**config.mk**
```make
export PLATFORM = sky130hd
export DESIGN_NAME = apb_cmd_master
export DESIGN_NICKNAME = d
export VERILOG_FILES = /design/src/rtl/apb_cmd_master.sv
export SDC_FILE = /design/constraint.sdc
export NUM_CORES = 1
export LEC_CHECK = 0
export BUFFER_PORTS_ARGS = -buffer_cell sky130_fd_sc_hd__buf_2
export CORE_ASPECT_RATIO = 1.4
export CORE_MARGIN = 4
export CORE_UTILIZATION = 31
export CTS_BUF_LIST = sky130_fd_sc_hd__clkbuf_8
export DETAILED_ROUTE_END_ITERATION = 8
export GPL_ROUTABILITY_DRIVEN = 0
export PLACE_DENSITY = 0.5
export SLEW_MARGIN = 25
export SYNTH_ARGS = -nofsm -noshare
export SYNTH_HDL_FRONTEND = slang
export SYNTH_SLANG_ARGS = --single-unit
```
**constraint.sdc**
```tcl
create_clock -name PCLK -period 2.75 [get_ports PCLK]
set_input_delay 0.1375 -clock PCLK [delete_from_list [all_inputs] [get_ports PCLK]]
set_output_delay 0.1375 -clock PCLK [all_outputs]
set_load 0.005 [all_outputs]
```
**src/rtl/apb_cmd_master.sv**
```systemverilog
// apb_cmd_master: APB initiator that drains a small command FIFO into
// APB SETUP/ACCESS transfers and reports each completion on a one-cycle
// response strobe. Targets the CORDIC accelerator register space.
//
// Optional feature: define APB_PREADY_EN to add a PREADY input that lets
// the slave insert wait states. Without it, ACCESS lasts exactly one
// cycle, which suits a zero-wait-state slave.

module apb_cmd_master #(
  parameter int ADDR_W     = 6,
  parameter int DATA_W     = 32,
  parameter int FIFO_DEPTH = 4
) (
  input  logic              PCLK,
  input  logic              PRESETn,
  input  logic              req_valid,
  output logic              req_ready,
  input  logic              req_write,
  input  logic [ADDR_W-1:0] req_addr,
  input  logic [DATA_W-1:0] req_wdata,
  output logic              rsp_valid,
  output logic              rsp_write,
  output logic [DATA_W-1:0] rsp_rdata,
  output logic              busy,
  output logic              PSEL,
  output logic              PENABLE,
  output logic              PWRITE,
  output logic [ADDR_W-1:0] PADDR,
  output logic [DATA_W-1:0] PWDATA,
`ifdef APB_PREADY_EN
  input  logic              PREADY,
`endif
  input  logic [DATA_W-1:0] PRDATA
);

  localparam int PTR_W = (FIFO_DEPTH > 1) ? $clog2(FIFO_DEPTH) : 1;
  localparam int CNT_W = PTR_W + 1;
  localparam logic [CNT_W-1:0] FULL_CNT = CNT_W'(FIFO_DEPTH);

  typedef enum logic [1:0] {
    IDLE   = 2'd0,
    SETUP  = 2'd1,
    ACCESS = 2'd2
  } state_t;

  // Command FIFO storage; contents need no reset because the count gates use
  logic              r_fifoWrite [FIFO_DEPTH];
  logic [ADDR_W-1:0] r_fifoAddr  [FIFO_DEPTH];
  logic [DATA_W-1:0] r_fifoData  [FIFO_DEPTH];

  logic [PTR_W-1:0]  r_wrPtr;
  logic [PTR_W-1:0]  r_rdPtr;
  logic [CNT_W-1:0]  r_count;

  state_t            r_state;
  state_t            w_nextState;

  logic              r_psel;
  logic              r_penable;
  logic              r_pwrite;
  logic [ADDR_W-1:0] r_paddr;
  logic [DATA_W-1:0] r_pwdata;
  logic              r_rspValid;
  logic              r_rspWrite;
  logic [DATA_W-1:0] r_rspRdata;

  logic              w_full;
  logic              w_empty;
  logic              w_push;
  logic              w_pop;
  logic              w_slaveReady;
  logic              w_complete;

  // The full flag alone decides acceptance: a pop in the same cycle does not
  // open a slot, which keeps req_ready a pure function of registered state.
  assign w_full    = (r_count == FULL_CNT);
  assign w_empty   = (r_count == '0);
  assign req_ready = !w_full;
  assign w_push    = req_valid && !w_full;

`ifdef APB_PREADY_EN
  assign w_slaveReady = PREADY;
`else
  assign w_slaveReady = 1'b1;
`endif

  // A transfer finishes at the edge that ends an ACCESS cycle the slave accepts
  assign w_complete = (r_state == ACCESS) && w_slaveReady;

  // Next-state decode; pops happen only on entry to SETUP
  always_comb begin
    w_nextState = r_state;
    w_pop       = 1'b0;
    case (r_state)
      IDLE: begin
        if (!w_empty) begin
          w_pop       = 1'b1;
          w_nextState = SETUP;
        end
      end
      SETUP: begin
        w_nextState = ACCESS;
      end
      ACCESS: begin
        if (w_complete) begin
          if (!w_empty) begin
            w_pop       = 1'b1;
            w_nextState = SETUP;
          end else begin
            w_nextState = IDLE;
          end
        end
      end
      default: begin
        w_nextState = IDLE;
      end
    endcase
  end

  // Write accepted commands into the FIFO slot at the write pointer
  always_ff @(posedge PCLK) begin
    if (w_push) begin
      r_fifoWrite[r_wrPtr] <= req_write;
      r_fifoAddr[r_wrPtr]  <= req_addr;
      r_fifoData[r_wrPtr]  <= req_wdata;
    end
  end

  // FIFO pointers and occupancy; a simultaneous push and pop leaves count unchanged
  always_ff @(posedge PCLK or negedge PRESETn) begin
    if (!PRESETn) begin
      r_wrPtr <= '0;
      r_rdPtr <= '0;
      r_count <= '0;
    end else begin
      if (w_push) begin
        r_wrPtr <= r_wrPtr + PTR_W'(1);
      end
      if (w_pop) begin
        r_rdPtr <= r_rdPtr + PTR_W'(1);
      end
      case ({w_push, w_pop})
        2'b10:   r_count <= r_count + CNT_W'(1);
        2'b01:   r_count <= r_count - CNT_W'(1);
        default: r_count <= r_count;
      endcase
    end
  end

  // State register plus registered APB control, driven from the next state
  always_ff @(posedge PCLK or negedge PRESETn) begin
    if (!PRESETn) begin
      r_state   <= IDLE;
      r_psel    <= 1'b0;
      r_penable <= 1'b0;
    end else begin
      r_state   <= w_nextState;
      r_psel    <= (w_nextState != IDLE);
      r_penable <= (w_nextState == ACCESS);
    end
  end

  // Address/direction/data load on each pop and otherwise hold their last value
  always_ff @(posedge PCLK or negedge PRESETn) begin
    if (!PRESETn) begin
      r_pwrite <= 1'b0;
      r_paddr  <= '0;
      r_pwdata <= '0;
    end else if (w_pop) begin
      r_pwrite <= r_fifoWrite[r_rdPtr];
      r_paddr  <= r_fifoAddr[r_rdPtr];
      r_pwdata <= r_fifoData[r_rdPtr];
    end
  end

  // Response strobe for every completed transfer; read data holds until the next one
  always_ff @(posedge PCLK or negedge PRESETn) begin
    if (!PRESETn) begin
      r_rspValid <= 1'b0;
      r_rspWrite <= 1'b0;
      r_rspRdata <= '0;
    end else begin
      r_rspValid <= w_complete;
      if (w_complete) begin
        r_rspWrite <= r_pwrite;
        r_rspRdata <= r_pwrite ? '0 : PRDATA;
      end
    end
  end

  assign PSEL      = r_psel;
  assign PENABLE   = r_penable;
  assign PWRITE    = r_pwrite;
  assign PADDR     = r_paddr;
  assign PWDATA    = r_pwdata;
  assign rsp_valid = r_rspValid;
  assign rsp_write = r_rspWrite;
  assign rsp_rdata = r_rspRdata;
  assign busy      = !w_empty || (r_state != IDLE);

endmodule

```
Word level (Yosys, flattened, before mapping)
Memories as Yosys holds them, arrays and structs flattened. A register that Yosys moved wholly into a read port is not among the register bits.
Index checks and enable logic that the tools add are counted.
{ "totals": {"ff_bits": 45, "ramBits": 156, "inputBits": 74, "output_inout_bits": 77, "wordCells": 44, "memories": 3} }
{ "classes": {"n_addsub": 4, "eq_ne": 6, "muxes": 9, "n_reduce_logical": 13} }
{ "mem_list": {"columns": ["memory", "depth", "width", "read_ports", "rd_ports_with_merged_regs", "write_ports", "line", "rtl"], "rows": [
  ["r_fifoData", 4, 32, 1, 1, 1, "49", "logic [DATA_W-1:0] r_fifoData [FIFO_DEPTH];"],
  ["r_fifoAddr", 4, 6, 1, 1, 1, "48", "logic [ADDR_W-1:0] r_fifoAddr [FIFO_DEPTH];"],
  ["r_fifoWrite", 4, 1, 1, 1, 1, "47", "logic r_fifoWrite [FIFO_DEPTH];"]
]} }
{ "op_table": {"columns": ["operator", "count"], "rows": [
  ["32-bit two-way mux", 1],
  ["2-bit == test, second input constant", 3],
  ["2-bit case mux with 3 select lines", 1],
  ["3-bit case mux with 2 select lines", 1],
  ["2-bit nonzero test", 3],
  ["1-bit logical NOT", 5],
  ["1-bit two-way mux", 5],
  ["2-bit by 1-bit adder with 2-bit output, second input constant", 2],
  ["2-bit by 1-bit == test with 1-bit output, second input constant", 2],
  ["3-bit by 1-bit adder with 3-bit output, second input constant", 1],
  ["3-bit == test, second input constant", 1],
  ["3-bit logical NOT", 1],
  ["3-bit by 1-bit subtractor with 3-bit output, second input constant", 1],
  ["2-bit logical NOT", 1],
  ["2-bit two-way mux", 1],
  ["2-bit OR reduction", 1],
  ["1-bit logical AND", 1],
  ["1-bit logical OR", 1]
]} }

Logic depth before layout (Yosys ltp)
Gate-level depths: netlist of run 1.
{ "depth": {"ltp_word": 5, "mapped_depth": 9, "ltp_nobuf": 9} }

Worst setup path after synthesis of run 1
No wires, ideal clock.
{ "synth_timing": {"path_type": "flip-flop to flip-flop", "startpoint": "register r_count[0]", "endpoint": "register r_count[2]", "setup_time_ns": 0.079, "t_arrival_ns": 1.988, "t_required_ns": 2.671, "setup_slack_ns": 0.683, "path_stages_with_launch": 10, "path_buffers": 0, "period_less_slack_ns": 2.067, "cell_sequence": "dfrtp_1 > or3b_4 > and2_4 > inv_1 > ha_1 > inv_1 > fa_1 > xor2_1 > nor2_1 > xor2_1"} }
{ "synth_between": {"elab_chain_len": 5, "word_cells_on_any_way": 12, "cone_classes": "add/sub: 2; eq/ne: 3; mux: 3; reduce/logical: 4"} }
{ "synth_lines": {"columns": ["element", "line", "rtl"], "rows": [
  ["start, declared", "53", "logic [CNT_W-1:0] r_count;"],
  ["start signal, assigned", "143", "2'b10: r_count <= r_count + CNT_W'(1);"],
  ["start signal, assigned", "144", "2'b01: r_count <= r_count - CNT_W'(1);"],
  ["start signal, assigned", "145", "default: r_count <= r_count;"],
  ["3-bit == test (*)", "76", "assign w_full = (r_count == FULL_CNT);"],
  ["1-bit logical NOT (*)", null, null],
  ["named net req_ready", "17", "output logic req_ready,"],
  ["1-bit logical AND (*)", "79", "assign w_push = req_valid && !w_full;"],
  ["2-bit by 1-bit == test with 1-bit output / 2-bit == test (equally long branches)", "142", "case ({w_push, w_pop})"],
  ["3-bit case mux with 2 select lines / 2-bit nonzero test (equally long branches)", null, null]
]} }
The timed path passes the listed nets; every way through them passes the cells marked *.
A chain may end at the register's enable or synchronous reset.

Final worst setup path of run 1
{ "layout_timing": {"startpoint": "register r_count[0]", "endpoint": "register r_count[2]"} }
{ "layout_between": {"elab_chain_len": 5, "word_cells_on_any_way": 12, "cone_classes": "add/sub: 2; eq/ne: 3; mux: 3; reduce/logical: 4"} }
{ "layout_lines": {"columns": ["element", "line"], "rows": [
  ["3-bit logical NOT / 3-bit == test (equally long branches)", "77, 76"],
  ["1-bit two-way mux / 1-bit logical NOT (equally long branches)", "96, 106, 79"],
  ["1-bit two-way mux / 1-bit logical AND (equally long branches)", null],
  ["2-bit by 1-bit == test with 1-bit output / 2-bit == test (equally long branches)", "142"],
  ["3-bit case mux with 2 select lines / 2-bit nonzero test (equally long branches)", null]
]} }
Several ways; a longest one is shown, not always the timed one.

==> impl_metrics.toml, run 1 <==
[logic_synthesis]
syn_avg_cell_area_um2 = 19.3
ys_top_cells_by_area = "edfxtp_1 51%, dfrtp_1 23%, mux4_2 9.4%"
yosysTopAreaCell = "edfxtp_1"
ys_seq_area_share_pct = 73.9
yosysWarningCount = 0
syn-num-nets = 554
synth_edf_count = 156
async_flop_share_pct = 34.7
syn_inst = 474
netlist_area_um2 = 9150
ys.flop_type = "edfxtp_1"
synth_top_area_share_pct = 51.2
yosysUniqueCellTypes = 30
synth_seq_cells = 239

[pwr]
pwr-share-clk_pct = 23.0
leakage_nw = 4.80
intPower_w = 0.00877
p_per_area_nw_per_um2 = 1050
switching_share_pct = 29.8
finalPower_w = 0.0125
power_frac_seq_pct = 44.7
power_frac_comb_pct = 32.3
p_switching_w = 0.00373
vdd_drop_max_v = 0.000469

[worst_setup_path]
path_cells = "or3b_4, and2_4, inv_1, ha_1, inv_1, fa_1, xor2_1, nor2_1, xor2_1"
end_kind = "register"
worstPathMaxFanout = 6
timing.rr.end = "r_count[2]$_DFFE_PN0P_"
reg2reg_depth = 9
cp.required_ps = 3200
r2r_setup_slack_ps = 560
critPathLaunchType = "register"
crit_arrival_ps = 2640
path_buf_inv = 2
regToRegStartpoint = "r_count[0]$_DFFE_PN0P_"
crit_path_top_delay_cell = "dfrtp_1"
cpLargestDelayFamily = "simple AND/OR/NAND/NOR gates"
crit_type = "register to register"
slowest_delay_ps = 430

[clock_network]
clkTransAtPathRegs_ps = 60
cts_resized = 0
cts_num_sinks = 239
clkLatencyLatePin_ps = 530
root_buffer = "clkbuf_8"
htreeDepth = 2
cts_tree = "built"
cts.path.max_buffers = 3
cts_buffers = 40

[detailed_routing]
drt-total-wl_mm = 19.8
drt_first_pass_iters = 4
first_iter_violations = 253
drt-wirelength-per-cell_um = 17.4
vias_per_cell = 4.42
vias = 5032
drc = 0
ant_nets = 0

[place]
post-dp-hpwl_mm = 11.8
portBuffers = 150
place_area_um2 = 10400
place_inst = 991
pre_cts_ws_ps = 573

[timing]
worst_slack_ps = 560
grt_setup_unrepaired = "false"
hold_viol = 0
tns_ps = 0
setup_viol = 0
slew_violations = 0
fin_skew_ps = 21.3
min_period_over_period_pct = 79.6
period_needed_ps = 2190
fmax_mhz = 457
slew_headroom_pct = 48.3
worst_pin_slew_ps = 775

[floorplan]
die_h_um = 211
start_util_pct = 31.4
coreArea_um2 = 29200
die_area_um2 = 32400
die_x_um = 153
pin_count = 151
fp-row-count = 74

[run_status]
status = "finished, final reports clean"

[grt]
grt_pass1_wl_mm = 31.8
grt_pass1_vias = 5655
gr-total-overflow = 0
grt_max_degree = 68
track_usage_pct = 12.4
antenna_found_initial = 0

[layout]
drive_gt1_share_pct = 39.8
instances_no_fill = 1138
area_growth_pct = 29.9
final_area_um2 = 11900
final_nets = 806
antenna_cells = 0

[flow_run]
drv_cap = 0

[worst_hold_path]
hp-class = "primary input to async pin"
how the worst max path moves through the flow:
stage,from,to,depth (start not counted)
6_report,r_count[0]$_DFFE_PN0P_,r_count[2]$_DFFE_PN0P_,9
5_1_grt,r_count[0]$_DFFE_PN0P_,r_count[2]$_DFFE_PN0P_,9
4_1_cts,r_count[0]$_DFFE_PN0P_,r_count[2]$_DFFE_PN0P_,9
3_5_place_dp,r_count[0]$_DFFE_PN0P_,r_count[2]$_DFFE_PN0P_,9
3_3_place_gp,r_count[0]$_DFFE_PN0P_,r_count[2]$_DFFE_PN0P_,9
2_1_floorplan,r_count[0]$_DFFE_PN0P_,r_count[2]$_DFFE_PN0P_,9
power by group through the flow:
stage	combinational (W)	clock (W)	sequential, W
final	0.00404	0.00287	0.00558
after global routing	0.00443	0.00323	0.00572
after CTS	0.00418	0.00302	0.00562
after detailed placement	0.00408	0	0.00568
after global placement	0.00402	0	0.00563
after floorplan	0.00288	0	0.00541
repair_timing:
item / in CTS / in global routing
hold buffers: 73 / 0
endpoints found under the hold margin: 255 / 0
setup buffers: 0 / 0
per-stage QoR:
stage	hold WS (ps)	utilization, %
2_1_floorplan	-158	-
3_3_place_gp	339	35.7
4_1_cts	300	40.8
3_5_place_dp	354	35.7
6_report	183	40.8
5_1_grt	214	40.8
cells in the final DEF, fill, tap and decap left out:
cell	n
nand2_1	33
o21ai_0	25
nor3_2	1
nor2_4	1
or3b_4	1
inv_1	22
xnor2_1	2
mux2_2	2
buf_6	1
dfrtp_2	1
ha_1	5
nor2b_1	1
buf_4	3
mux2_4	39
or2_2	1
dfrtp_1	81
mux2i_1	1
nor3b_1	1
and2_4	1
edfxtp_1	156
mux4_1	1
nand2b_1	32
clkinv_2	5
buf_2	149
nand2b_2	1
dfrtp_4	1
and3_2	4
fa_1	1
mux4_2	38
nor2_1	3
dlygate4sd3_1	73
xor2_1	4
buf_12	7
inv_6	1
o21ai_1	7
clkinv_1	8
clkbuf_8	45
cells by family (layout without fill, tap and decap cells):
logic type                 after synthesis  count (layout)  share of synthesized area (%)
DFF                                    239             239                           73.9
muxes                                   81              81                           16.4
and+or+nand+nor                         80              80                           4.62
AOI/OAI and AO/OA                       32              32                           1.75
buffers and inverters                   30             314                           1.87
adders and majority gates                6               6                          0.902
xor gates and xnor gates                 6               6                          0.574
state kept, by name, indices dropped and copies added, names as in the netlist, 3 cells and up:
register     count
r_fifoData     128
PWDATA          32
rsp_rdata       32
r_fifoAddr      24
PADDR            6
r_fifoWrite      4
r_count          3
cells in the mapped netlist, types with 5 or more instances:
cell type and count:
nand2_1 33, buf_2 5, o21ai_1 7, mux2_4 39, ha_1 5, inv_1 7
nand2b_1 33, buf_6 5, mux4_2 38, dfrtp_1 83, o21ai_0 25, edfxtp_1 156
clkbuf_1 8
layer usage:
metal / part of all wire (%) / routed length [µm] / vias up / global-route usage, %
met3: 6.5 / 1280 / 41 / 3.60
met1: 42 / 8320 / 2517 / 15.2
met5: 0 / 0 / - / 0
met4: 2.6 / 513 / 0 / 4.43
met2: 49 / 9680 / 172 / 21.1
li1: - / - / 2302 / -
final cells by class:
class,count,area [µm²]
clock buffers,45,619
clock inverters,29,120
fillers,2650,17300
inverters,7,26.3
multi-input cells,205,2230
flip-flops and latches,239,6770
well taps,380,475
repair buffers,233,1650
(Power assumes the default switching activity.)
==> run 2, diff against run 1 <==
clock period = 2.1 ns   (was 2.75 ns; I/O delays follow)
==> run 2 against run 1 <==
  * Sequential share of layout area is 0.30 points lower
  * Core utilization is 0.22 points higher
  * Cell count up 0.79%
  * Largest power group unchanged
  * Clock power increased by 32%
  * Highest routed layer unchanged
  * Design area rose by 0.54%
  * Critical endpoint unchanged
  * Wire length rose by 0.56%
  * Worst hold slack lost 130 ps
  * Critical path depth is the same
  * Total power grew 32%
  * Critical path type unchanged
==> impl_metrics.toml, run 2 (same netlist as run 1, synthesis figures left out) <==
[worst_setup_path]
critPathLaunchType = "register"
cp.required_ps = 2550
crit_type = "register to register"
crit_arrival_ps = 2490
crit_path_top_delay_cell = "or3b_4"
cpLargestDelayFamily = "simple AND/OR/NAND/NOR gates"
worstPathMaxFanout = 2
path_cells = "or3b_4, and2_4, inv_4, ha_4, inv_1, fa_2, xor2_1, nor2_1, xor2_1"
end_kind = "register"
path_buf_inv = 2
crit_path_frequent_cell = "xor2_1"
slowest_delay_ps = 400

[timing]
fin_skew_ps = 16.9
min_period_over_period_pct = 97.0
setup_viol = 0
hold_viol = 0
hold_slack_ps = 56.1
period_needed_ps = 2040
worst_pin_slew_ps = 773
fmax_mhz = 491
grt_setup_unrepaired = "true"
slew_violations = 0
slew_headroom_pct = 48.5

[clock_network]
cts.path.max_buffers = 3
cts_buffers = 38
htreeDepth = 2
cts_tree = "built"
cts_num_sinks = 239
clkTransAtPathRegs_ps = 60
clkLatencyLatePin_ps = 540
root_buffer = "clkbuf_8"

[pwr]
power_frac_seq_pct = 43.0
intPower_w = 0.0116
power_frac_comb_pct = 34.1
switching_share_pct = 29.6
p_switching_w = 0.00489
leakage_nw = 4.83
pwr-share-clk_pct = 22.9
vdd_drop_max_v = 0.000686
p_per_area_nw_per_um2 = 1380

[layout]
largest_register_ffs = 128
fill_cells = 2697
drive_gt1_share_pct = 41.1
final_common_cell = "edfxtp_1"
final_cell_mix = "156 x edfxtp_1, 149 x buf_2, 81 x dfrtp_1, 72 x dlygate4sd3_1, 40 x clkbuf_8"
regMostFlops = "r_fifoData"
area_growth_pct = 30.6
final_nets = 818
fin_util_pct = 41.0
instances_no_fill = 1147

[flow_run]
drv_cap = 0

[grt]
grt_max_degree = 42
antenna_found_initial = 1
grt_pass1_vias = 5623
gr-total-overflow = 0
track_usage_pct = 12.6
grt_pass1_wl_mm = 31.9

[place]
place_inst = 1005
post-dp-hpwl_mm = 12.3
portBuffers = 150

[floorplan]
pin_count = 151
die_x_um = 153
coreArea_um2 = 29200
start_util_pct = 31.4
die_area_um2 = 32400
fp-row-count = 74
die_h_um = 211

[detailed_routing]
drt-total-wl_mm = 19.9
vias_per_cell = 4.41
first_iter_violations = 206
vias = 5056
drc = 0
drt-wirelength-per-cell_um = 17.4
ant_nets = 0
drt_first_pass_iters = 4

[worst_hold_path]
hp-class = "primary input to async pin"

[run_status]
status = "finished, final reports clean"
==> run 2: cell types whose count changed in the layout (fill, tap and decap cells not counted), sizes merged <==
cell	previous run	this run
clkinvlp	0	2
diode	0	1
dlygate4sd3	73	72
clkinv	13	8
clkbuf	45	40
bufinv	0	2
buf	160	175
==> run 2: area by class of cell <==
type | count | area [µm²] | share of cell area [%]
sequential | 239 | 6770 | 56.6
tap | 380 | 475 | 3.98
clock inverter | 28 | 168 | 1.40
clock buffer | 40 | 551 | 4.61
inverter | 7 | 28.8 | 0.241
timing repair buffer | 247 | 1720 | 14.4
multi-input combinational | 205 | 2250 | 18.8
antenna | 1 | 2.50 | 0.0209
==> run 2: timing repair <==
| item | in CTS | in global routing |
|---|---|---|
| endpoints found under the hold margin | 271 | 0 |
| pin swaps | 2 | 5 |
| gates resized for setup | 2 | 4 |
| hold buffers | 72 | 0 |
| setup endpoints to repair | 1 | 1 |
| cloned | 0 | 0 |
| setup buffers | 0 | 1 |
==> run 2: path summary, 6_finish.rpt <==
check / depth (start not counted) / end / slack, ps / from
max: 9 / r_count[2]$_DFFE_PN0P_ / 60 / r_count[0]$_DFFE_PN0P_
min: 2 / rsp_rdata[10]$_DFFE_PN0P_ / 60 / PRESETn
max reg2reg: 9 / r_count[2]$_DFFE_PN0P_ / 60 / r_count[0]$_DFFE_PN0P_
min reg2reg: 2 / rsp_rdata[29]$_DFFE_PN0P_ / 470 / rsp_rdata[29]$_DFFE_PN0P_
max in group asynchronous: 3 / rsp_rdata[23]$_DFFE_PN0P_ / 1320 / PRESETn
min in group PCLK: 4 / r_wrPtr[0]$_DFFE_PN0P_ / 70 / req_valid
==> run 2: per-layer routing <==
layer	GRT usage (%)	vias to the layer above	wire length [µm]
met5	0	-	0
met4	4.49	0	527
met3	3.58	41	1280
met2	20.8	160	9600
met1	15.9	2531	8490
li1	-	2324	-
==> run 2: metrics by stage <==
stage,instance area (µm²),TNS (ps),setup WS [ps],total power [W]
floorplan,9150,0,32.9,0.0108
global placement,10500,0,45.1,0.0127
detailed placement,10500,0,5.36,0.0129
CTS,11900,0,12.2,0.0169
global route,12000,-9.49,-9.49,0.0177
finish,12000,0,63.4,0.0165
==> run 2: power groups by stage <==
| stage | clock, W | combinational, W | sequential [W] |
|---|---|---|---|
| after floorplan | 0 | 0.00377 | 0.00708 |
| final | 0.00378 | 0.00564 | 0.00710 |
| after detailed placement | 0 | 0.00567 | 0.00722 |
| after global routing | 0.00420 | 0.00619 | 0.00727 |
| after CTS | 0.00397 | 0.00579 | 0.00714 |
| after global placement | 0 | 0.00556 | 0.00716 |
==> run 3, diff against run 2 <==
--- a/config.mk
+++ b/config.mk
@@ -15,2 +15,3 @@
 export PLACE_DENSITY = 0.5
+export RECOVER_POWER = 25
 export SLEW_MARGIN = 25
--- a/constraint.sdc
+++ b/constraint.sdc
@@ -3,2 +3,2 @@
 set_output_delay 0.105 -clock PCLK [all_outputs]
-set_load 0.005 [all_outputs]
+set_load 0.05 [all_outputs]
==> run 3 against run 2 <==
  * Sequential share of layout area decreased by 0.50 points
  * Clock power increased by 13%
  * First-iteration DRC count decreased by 19%
  * Clock skew about the same
  * Global-route usage decreased by 0.087 points
  * Core utilization increased by 0.36 points
  * Largest cell class unchanged
  * Largest power group is now combinational logic
==> impl_metrics.toml, run 3 (same netlist as run 1, synthesis figures left out) <==
[layout]
area_growth_pct = 31.8
final_area_um2 = 12100
regMostFlops = "r_fifoData"
final_nets = 820
fill_cells = 2640
largest_register_ffs = 128
final_cell_mix = "156 x edfxtp_1, 113 x buf_2, 81 x dfrtp_1, 73 x dlygate4sd3_1, 43 x clkbuf_8"
drive_gt1_share_pct = 37.1
antenna_cells = 0
final_common_cell = "edfxtp_1"

[place]
portBuffers = 150
post-dp-hpwl_mm = 12.4
pre_cts_ws_ps = 60.3
place_area_um2 = 10500

[grt]
gr-total-overflow = 0
grt_pass1_wl_mm = 31.4
grt_pass1_vias = 5725
antenna_found_initial = 0
track_usage_pct = 12.5
grt_max_degree = 42

[detailed_routing]
drt-total-wl_mm = 20.1
vias_per_cell = 4.38
drc = 0
ant_nets = 0
drt-wirelength-per-cell_um = 17.5
first_iter_violations = 167
drt_first_pass_iters = 4
vias = 5036

[timing]
grt_setup_unrepaired = "true"
period_needed_ps = 2010
setup_viol = 0
worst_slack_ps = 87.9
tns_ps = 0
hold_viol = 0
slew_headroom_pct = 41.8
fmax_mhz = 497
worst_pin_slew_ps = 873
slew_violations = 0
fin_skew_ps = 17.1
min_period_over_period_pct = 95.8

[floorplan]
die_h_um = 211
coreArea_um2 = 29200
die_area_um2 = 32400
start_util_pct = 31.4
pin_count = 151
die_x_um = 153
fp-row-count = 74

[worst_setup_path]
crit_arrival_ps = 2470
end_kind = "register"
reg2reg_depth = 9
crit_type = "register to register"
regToRegStartpoint = "r_count[0]$_DFFE_PN0P_"
critPathLaunchType = "register"
timing.rr.end = "r_count[2]$_DFFE_PN0P_"
r2r_setup_slack_ps = 90
cp.required_ps = 2550
worstPathMaxFanout = 3

[run_status]
status = "finished, final reports clean"

[pwr]
finalPower_w = 0.0193
intPower_w = 0.0122
p_switching_w = 0.00716
pwr-share-clk_pct = 22.1
leakage_nw = 4.81
power_frac_comb_pct = 40.9
p_per_area_nw_per_um2 = 1600
power_frac_seq_pct = 37.0
vdd_drop_max_v = 0.000679
switching_share_pct = 37.0

[clock_network]
clkLatencyLatePin_ps = 530
cts_num_sinks = 239
cts_buffers = 39
htreeDepth = 2
cts_tree = "built"
clkTransAtPathRegs_ps = 70
cts_resized = 0
root_buffer = "clkbuf_8"
cts.path.max_buffers = 3

[flow_run]
drv_cap = 0

[worst_hold_path]
hp-class = "primary input to async pin"
## run 3: cell count changes in the layout (fill, tap and decap cells not counted), sizes merged
cell	before	now
inv	23	24
diode	1	0
clkbuf	40	79
bufinv	2	5
dlygate4sd3	72	73
buf	175	139
clkinv	8	4
clkinvlp	2	1
## run 3: worst max path at each step
stage	slack, ps	endpoint	cells after the start	from
2_1_floorplan	-30	r_count[2]$_DFFE_PN0P_	9	r_count[0]$_DFFE_PN0P_
3_3_place_gp	90	r_count[2]$_DFFE_PN0P_	9	r_count[1]$_DFFE_PN0P_
3_5_place_dp	60	r_count[2]$_DFFE_PN0P_	9	r_count[1]$_DFFE_PN0P_
4_1_cts	40	r_count[2]$_DFFE_PN0P_	9	r_count[1]$_DFFE_PN0P_
5_1_grt	-50	r_count[2]$_DFFE_PN0P_	9	r_count[1]$_DFFE_PN0P_
6_report	90	r_count[2]$_DFFE_PN0P_	9	r_count[0]$_DFFE_PN0P_
## run 3: what timing repair did
item                                    in CTS  in global routing
endpoints found under the hold margin      236                  0
buffers inserted                             0                  3
endpoints found under the setup margin       0                  1
hold buffers                                73                  0
## run 3: final cells by class
cell class	count	area, µm²	area share, %
inverters	7	26.3	0.218
clock inverters	27	239	1.98
flip-flops and latches	239	6770	56.1
clock buffers	43	592	4.91
repair buffers	248	1710	14.2
multi-input cells	205	2250	18.6
well taps	380	475	3.94
## run 3: metal layers
layer | vias up | track usage [%] | wire length (µm)
li1 | 2324 | - | -
met1 | 2510 | 13.9 | 7840
met2 | 169 | 22.8 | 10400
met3 | 33 | 3.72 | 1350
met4 | 0 | 4.33 | 449
met5 | - | 0 | 0
## run 3: through the flow
step / std cells / utilization (%) / hold slack (ps)
after detailed placement: 1003 / 36.1 / 164
after global routing: 1149 / 41.3 / 147
final: 1149 / 41.3 / 135
after floorplan: 474 / - / -191
after CTS: 1146 / 41.4 / 128
after global placement: 1003 / 36.1 / 162
## run 3: power by group through the flow
stage | clock (W) | combinational [W] | sequential, W
finish | 0.00427 | 0.00791 | 0.00715
global route | 0.00467 | 0.00847 | 0.00731
CTS | 0.00448 | 0.00807 | 0.00720
detailed placement | 0 | 0.00795 | 0.00727
global placement | 0 | 0.00783 | 0.00722
floorplan | 0 | 0.00385 | 0.00924
## run 3: critical path, cell delays in order, from the launching register on
cell	delay [ps]
dfrtp_1	390
or3b_4	400
and2_4	160
inv_2	60
ha_4	140
inv_2	40
fa_2	330
xor2_1	150
nor2_1	110
xor2_1	160
